===== config.mk =====
export PLATFORM = sky130hd
export DESIGN_NAME = spi_flash_arbiter
export DESIGN_NICKNAME = d
export VERILOG_FILES = /design/src/rtl/spi_flash_arbiter.sv
export SDC_FILE = /design/constraint.sdc
export NUM_CORES = 1
export LEC_CHECK = 0
export CAP_MARGIN = 25
export CORE_ASPECT_RATIO = 1.25
export CORE_MARGIN = 8
export CORE_UTILIZATION = 40
export DETAILED_ROUTE_END_ITERATION = 10
export MAX_ROUTING_LAYER = met4
export PLACE_DENSITY_LB_ADDON = 0.12
export SLEW_MARGIN = 20
export SYNTH_ARGS = -nofsm -noshare
export SYNTH_HDL_FRONTEND = slang
export SYNTH_SLANG_ARGS = --single-unit

===== constraint.sdc =====
create_clock -name i_CLK -period 4.58 [get_ports i_CLK]
set_input_delay 1.145 -clock i_CLK [delete_from_list [all_inputs] [get_ports i_CLK]]
set_output_delay 1.145 -clock i_CLK [all_outputs]
set_load 0.005 [all_outputs]

===== src/rtl/spi_flash_arbiter.sv =====
`timescale 1ns/1ps
// spi_flash_arbiter: hands the SPI config flash between the 6809 SPI master and the FT2232 programming port
module spi_flash_arbiter #(
  parameter int SYNC_STAGES     = 2,
  parameter int CPU_IDLE_CYCLES = 4,
  parameter int HALT_TIMEOUT    = 1024,
  parameter int RESET_HOLD      = 16
) (
  input  logic       i_CLK,
  input  logic       i_RST_N,
  input  logic       i_FT_CS,
  input  logic       i_CPU_SPI_CS,
  input  logic       i_CPU_BA,
  input  logic       i_CPU_BS,
  output logic       o_GRANT_FT,
  output logic       o_GRANT_CPU,
  output logic       o_FT_READY,
  output logic       o_HALT,
  output logic       o_RESET,
  output logic       o_FAULT,
  output logic [2:0] o_STATE
);
  localparam int IW = CPU_IDLE_CYCLES > 1 ? $clog2(CPU_IDLE_CYCLES) : 1;
  localparam int TW = HALT_TIMEOUT > 1 ? $clog2(HALT_TIMEOUT) : 1;
  localparam int HW = RESET_HOLD > 1 ? $clog2(RESET_HOLD) : 1;
  localparam logic [IW-1:0] IDLE_MAX = IW'(CPU_IDLE_CYCLES - 1);
  localparam logic [TW-1:0] TO_MAX   = TW'(HALT_TIMEOUT - 1);
  localparam logic [HW-1:0] HOLD_MAX = HW'(RESET_HOLD - 1);

  typedef enum logic [2:0] {
    CPU_OWN  = 3'd0,
    WAIT_CPU = 3'd1,
    HALT_REQ = 3'd2,
    FT_OWN   = 3'd3,
    RELEASE  = 3'd4
  } state_t;

  state_t state, state_n;
  logic [SYNC_STAGES-1:0] ft_sr, cpu_sr, ba_sr, bs_sr;
  logic [IW-1:0] idle_cnt;
  logic [TW-1:0] to_cnt;
  logic [HW-1:0] hold_cnt;
  logic ft_req, cpu_cs_s, ack, timeout;

  assign ft_req   = !ft_sr[SYNC_STAGES-1];
  assign cpu_cs_s = cpu_sr[SYNC_STAGES-1];
  assign ack      = ba_sr[SYNC_STAGES-1] && bs_sr[SYNC_STAGES-1];
  assign timeout  = state == HALT_REQ && ft_req && !ack && to_cnt == TO_MAX;
  assign o_STATE  = state;

  // Synchronizers for the asynchronous inputs, reset to their inactive levels
  always_ff @(posedge i_CLK or negedge i_RST_N)
    if (!i_RST_N) begin
      ft_sr  <= '1;
      cpu_sr <= '1;
      ba_sr  <= '0;
      bs_sr  <= '0;
    end else begin
      ft_sr  <= {ft_sr[SYNC_STAGES-2:0], i_FT_CS};
      cpu_sr <= {cpu_sr[SYNC_STAGES-2:0], i_CPU_SPI_CS};
      ba_sr  <= {ba_sr[SYNC_STAGES-2:0], i_CPU_BA};
      bs_sr  <= {bs_sr[SYNC_STAGES-2:0], i_CPU_BS};
    end

  // Next-state: abort on request loss takes priority, ack beats a simultaneous timeout
  always_comb begin
    state_n = state;
    case (state)
      CPU_OWN:  state_n = ft_req ? WAIT_CPU : CPU_OWN;
      WAIT_CPU: state_n = !ft_req ? CPU_OWN : (cpu_cs_s && idle_cnt == IDLE_MAX) ? HALT_REQ : WAIT_CPU;
      HALT_REQ: state_n = !ft_req ? RELEASE : ack ? FT_OWN : to_cnt == TO_MAX ? RELEASE : HALT_REQ;
      FT_OWN:   state_n = ft_req ? FT_OWN : RELEASE;
      RELEASE:  state_n = hold_cnt == HOLD_MAX ? CPU_OWN : RELEASE;
      default:  state_n = RELEASE;
    endcase
  end

  // State register and saturating per-state counters, each cleared outside its own state
  always_ff @(posedge i_CLK or negedge i_RST_N)
    if (!i_RST_N) begin
      state    <= CPU_OWN;
      idle_cnt <= '0;
      to_cnt   <= '0;
      hold_cnt <= '0;
    end else begin
      state    <= state_n;
      idle_cnt <= (state != WAIT_CPU || !cpu_cs_s) ? '0 : idle_cnt == IDLE_MAX ? idle_cnt : idle_cnt + IW'(1);
      to_cnt   <= state != HALT_REQ ? '0 : to_cnt == TO_MAX ? to_cnt : to_cnt + TW'(1);
      hold_cnt <= state != RELEASE ? '0 : hold_cnt == HOLD_MAX ? hold_cnt : hold_cnt + HW'(1);
    end

  // Outputs registered from the next state so they change on the entry edge
  always_ff @(posedge i_CLK or negedge i_RST_N)
    if (!i_RST_N) begin
      o_GRANT_CPU <= 1'b1;
      o_GRANT_FT  <= 1'b0;
      o_FT_READY  <= 1'b0;
      o_HALT      <= 1'b0;
      o_RESET     <= 1'b0;
      o_FAULT     <= 1'b0;
    end else begin
      o_GRANT_CPU <= state_n == CPU_OWN || state_n == WAIT_CPU;
      o_GRANT_FT  <= state_n == FT_OWN;
      o_FT_READY  <= state_n == FT_OWN;
      o_HALT      <= state_n == HALT_REQ || state_n == FT_OWN;
      o_RESET     <= state_n == RELEASE;
      o_FAULT     <= o_FAULT || timeout;
    end
endmodule

==> results.py <==
metrics = {
    "power_and_ir_drop": {
        "fin_total_pwr_mw": 0.529,
        "comb_power_share_pct": 3.2,
        "switchingPower_mw": 0.109,
        "ir_worst_vdd_mv": 0.266,
        "p_int_mw": 0.420,
        "powerDensity_mw_per_mm2": 309,
        "p_clk_share_pct": 41.3,
        "seqPwrFrac_pct": 55.5,
        "sw_frac_of_total_pct": 20.6,
        "power.leakage_nw": 0.680,
    },
    "placement": {
        "dp_slack_ps": 2360,
        "dp_hpwl_microns": 2110,
        "placedCellCount": 176,
        "place_area_sq_mm": 0.00162,
        "port_buffers": 14,
        "gp_congestion": 0.812,
    },
    "timing": {
        "hold_violations": 0,
        "clock_skew_ps": 7.56,
        "final.setup.worst_slack_ps": 2070,
        "whs_ps": 350,
        "setup_violations": 0,
        "report.final.slew_viol_count": 0,
        "rsz0062_at_grt": "false",
        "min_period_over_period_pct": 54.8,
        "fmax_mhz": 398,
        "fin_crit_ps": 2510,
        "fin_setup_tns_ps": 0,
        "slew-limit-headroom_pct": 70.6,
        "tightestPinTransition_ps": 439,
    },
    "cells_and_area": {
        "layout.nets": 153,
        "ff_latch_area_sq_um": 807,
        "areaGrowthSynthToFinish_pct": 15.7,
        "drive_gt1_share_pct": 13.8,
        "post-route-util_pct": 48.7,
        "fillerInstances": 328,
        "stdcell_count": 184,
        "antenna_cells": 0,
        "multi_input_area_sq_um": 613,
        "final_area_sq_mm": 0.00171,
    },
    "global_route": {
        "grt_max_degree": 33,
        "grt_pass1_vias": 1093,
        "antenna_found_initial": 0,
        "track_usage_pct": 11.1,
        "grt_pass1_wl_microns": 5110,
        "grt-ovfl-total": 0,
    },
    "synthesis": {
        "yosysTopAreaCell": "dfrtp_1",
        "synth-seq-area-share_pct": 54.6,
        "synth_top_family_by_area": "simple AND/OR/NAND/NOR gates",
        "synthSimpleGateAreaFrac_pct": 20.4,
        "synth_compound_area_share_pct": 14.6,
        "avgSynthCellArea_sq_um": 11.4,
        "synth_edf_count": 0,
        "ys_warn_count": 0,
        "syn-num-nets": 139,
        "yosysUniqueCellTypes": 41,
        "yosysTopAreaCellShare_pct": 45.7,
        "synth_ff_type": "dfrtp_1",
        "synthAdderAreaFrac_pct": 2.54,
        "synth_seq_cells": 32,
        "synth_area_leaders": "dfrtp_1, dfstp_2, a21oi_1",
        "synthMuxAreaShare_pct": 2.71,
        "synthXorXnorAreaFrac_pct": 1.19,
        "synth.cell_area_sq_mm": 0.00148,
        "synth-async-reset-ratio_pct": 100,
        "syn_inst": 130,
    },
    "critical_path": {
        "cp.arrival_ps": 1370,
        "r2r_setup_slack_ps": 2930,
        "crit_start": "o_STATE[0]",
        "cp_slowest_cell": "clkdlybuf4s50_1",
        "reg2reg_to": "to_cnt[7]",
        "crit_fanout": 11,
        "path_cells": "clkdlybuf4s50_1",
        "cp-end-kind": "output port",
        "reg2reg_from": "to_cnt[0]",
        "worstPathRequired_ps": 3430,
        "cp_top_family": "buffers and inverters",
        "reg2reg_depth": 4,
        "max_stage_delay_ps": 570,
        "path_depth": 1,
        "cp-endpoint": "o_STATE[0]",
        "crit_type": "flop to output port",
        "crit_buf_inv": 1,
        "start_kind": "flop",
    },
    "clock_network": {
        "cts_tree": "built",
        "insertion_delay_ps": 280,
        "cts.sinks": 32,
        "clockRootBuffer": "clkbuf_8",
        "cts_setup_buffers": 0,
        "cts_buffer_depth": 2,
        "clk_pin_slew_ps": 60,
        "ctsResizeCount": 0,
        "cts_buffers": 5,
        "h-tree-depth": 2,
        "hold_buffers": 0,
    },
    "floorplan": {
        "die_h_microns": 84.0,
        "dieArea_sq_mm": 0.00591,
        "start_util_pct": 42.1,
        "die_x_microns": 70.4,
        "rows": 24,
        "pin_count": 15,
        "core_area_sq_mm": 0.00351,
    },
    "detailed_routing": {
        "vias": 1069,
        "first_pass_iters": 4,
        "wl_microns": 2930,
        "wl_per_cell_microns": 15.9,
        "remaining_drc_errors": 0,
        "drt_iter0_drc": 73,
        "antenna_left": 0,
        "via_per_inst": 5.81,
    },
    "flow_run": {
        "cap_viol_max_count": 0,
    },
    "min_path": {
        "whs_path_depth": 0,
        "min-delay-path-class": "flop to flop",
    },
    "status": {
        "status": "finished clean",
    },
}
## placed cells by master (no fill, tap or decap), types with 2 or more instances in the layout
cell type | synthesis | final
a21oi_1 | 9 | 9
mux2i_1 | 4 | 4
dfrtp_1 | 27 | 27
nor3_1 | 4 | 4
ha_1 | 3 | 3
nand3_2 | 2 | 2
dfstp_2 | 5 | 5
clkbuf_8 | 0 | 6
clkbuf_1 | 0 | 2
clkdlybuf4s50_1 | 0 | 14
and3_1 | 3 | 3
a2111oi_2 | 2 | 2
nand4_1 | 3 | 3
nand2_1 | 10 | 10
nor4_1 | 5 | 5
o32ai_1 | 2 | 2
a211oi_1 | 2 | 2
nor2_1 | 9 | 9
nand3_1 | 4 | 4
a31oi_1 | 4 | 4
nand2b_1 | 3 | 3
o31a_1 | 2 | 2
## worst reg2reg max path, stage by stage, from the launching register on
cell	delay [ps]
dfrtp_1	440
ha_1	280
and3_1	310
a2111oi_2	430
nor3_2	80
## worst min-delay path by stage
stage / slack, ps / start / endpoint
final: 350 / bs_sr[0] / bs_sr[1]
after global routing: 360 / ft_sr[0] / ft_sr[1]
after CTS: 350 / bs_sr[0] / bs_sr[1]
after detailed placement: 340 / bs_sr[0] / bs_sr[1]
after global placement: 340 / bs_sr[0] / bs_sr[1]
after floorplan: 330 / ba_sr[0] / ba_sr[1]
## state kept, by name (all words and copies together), names as in the netlist, 2 cells and up
name	flops
ba_sr	2
cpu_sr	2
o_STATE	3
bs_sr	2
ft_sr	2
hold_cnt	4
idle_cnt	2
to_cnt	10
## synth_stat cells, drive strengths merged, types with 2 or more instances
cell and n:
a211oi 2, o21ai 2, mux2i 4, nor3 5, a21oi 9, nand3 7
dfstp 5, ha 3, and3 3, nor2 9, dfrtp 27, nand2b 3
a31oi 4, nand4 3, o31a 2, o32ai 2, nor4 5, buf 8
a2111oi 3, nand2 10
## metal layers
layer | vias up | part of all wire [%] | track usage, %
met5 | - | 0 | -
met4 | 0 | 2.2 | 5.49
met3 | 6 | 6.3 | 4.29
met2 | 26 | 51 | 17.9
met1 | 523 | 41 | 11.4
li1 | 514 | - | -
## cell families after synthesis
group           count (synthesis)
simple gates                   51
flops                          32
compound gates                 29
buf+inv                         9
mux                             4
fa+ha+maj                       3
xor+xnor                        2
## layout make-up
type | instances | area share [%]
clock buffers | 8 | 5.27
multi-input cells | 89 | 35.8
inverters | 1 | 0.219
repair buffers | 15 | 8.63
flip-flops and latches | 32 | 47.2
well taps | 39 | 2.85
## power by group through the flow
stage               clock network, mW  logic [mW]  registers, mW
floorplan                           0     0.00647          0.297
global placement                    0      0.0173          0.298
detailed placement                  0      0.0176          0.299
CTS                             0.225      0.0177          0.294
global route                    0.235      0.0198          0.294
finish                          0.218      0.0168          0.294
No activity file was read; power rests on OpenSTA's default activity.
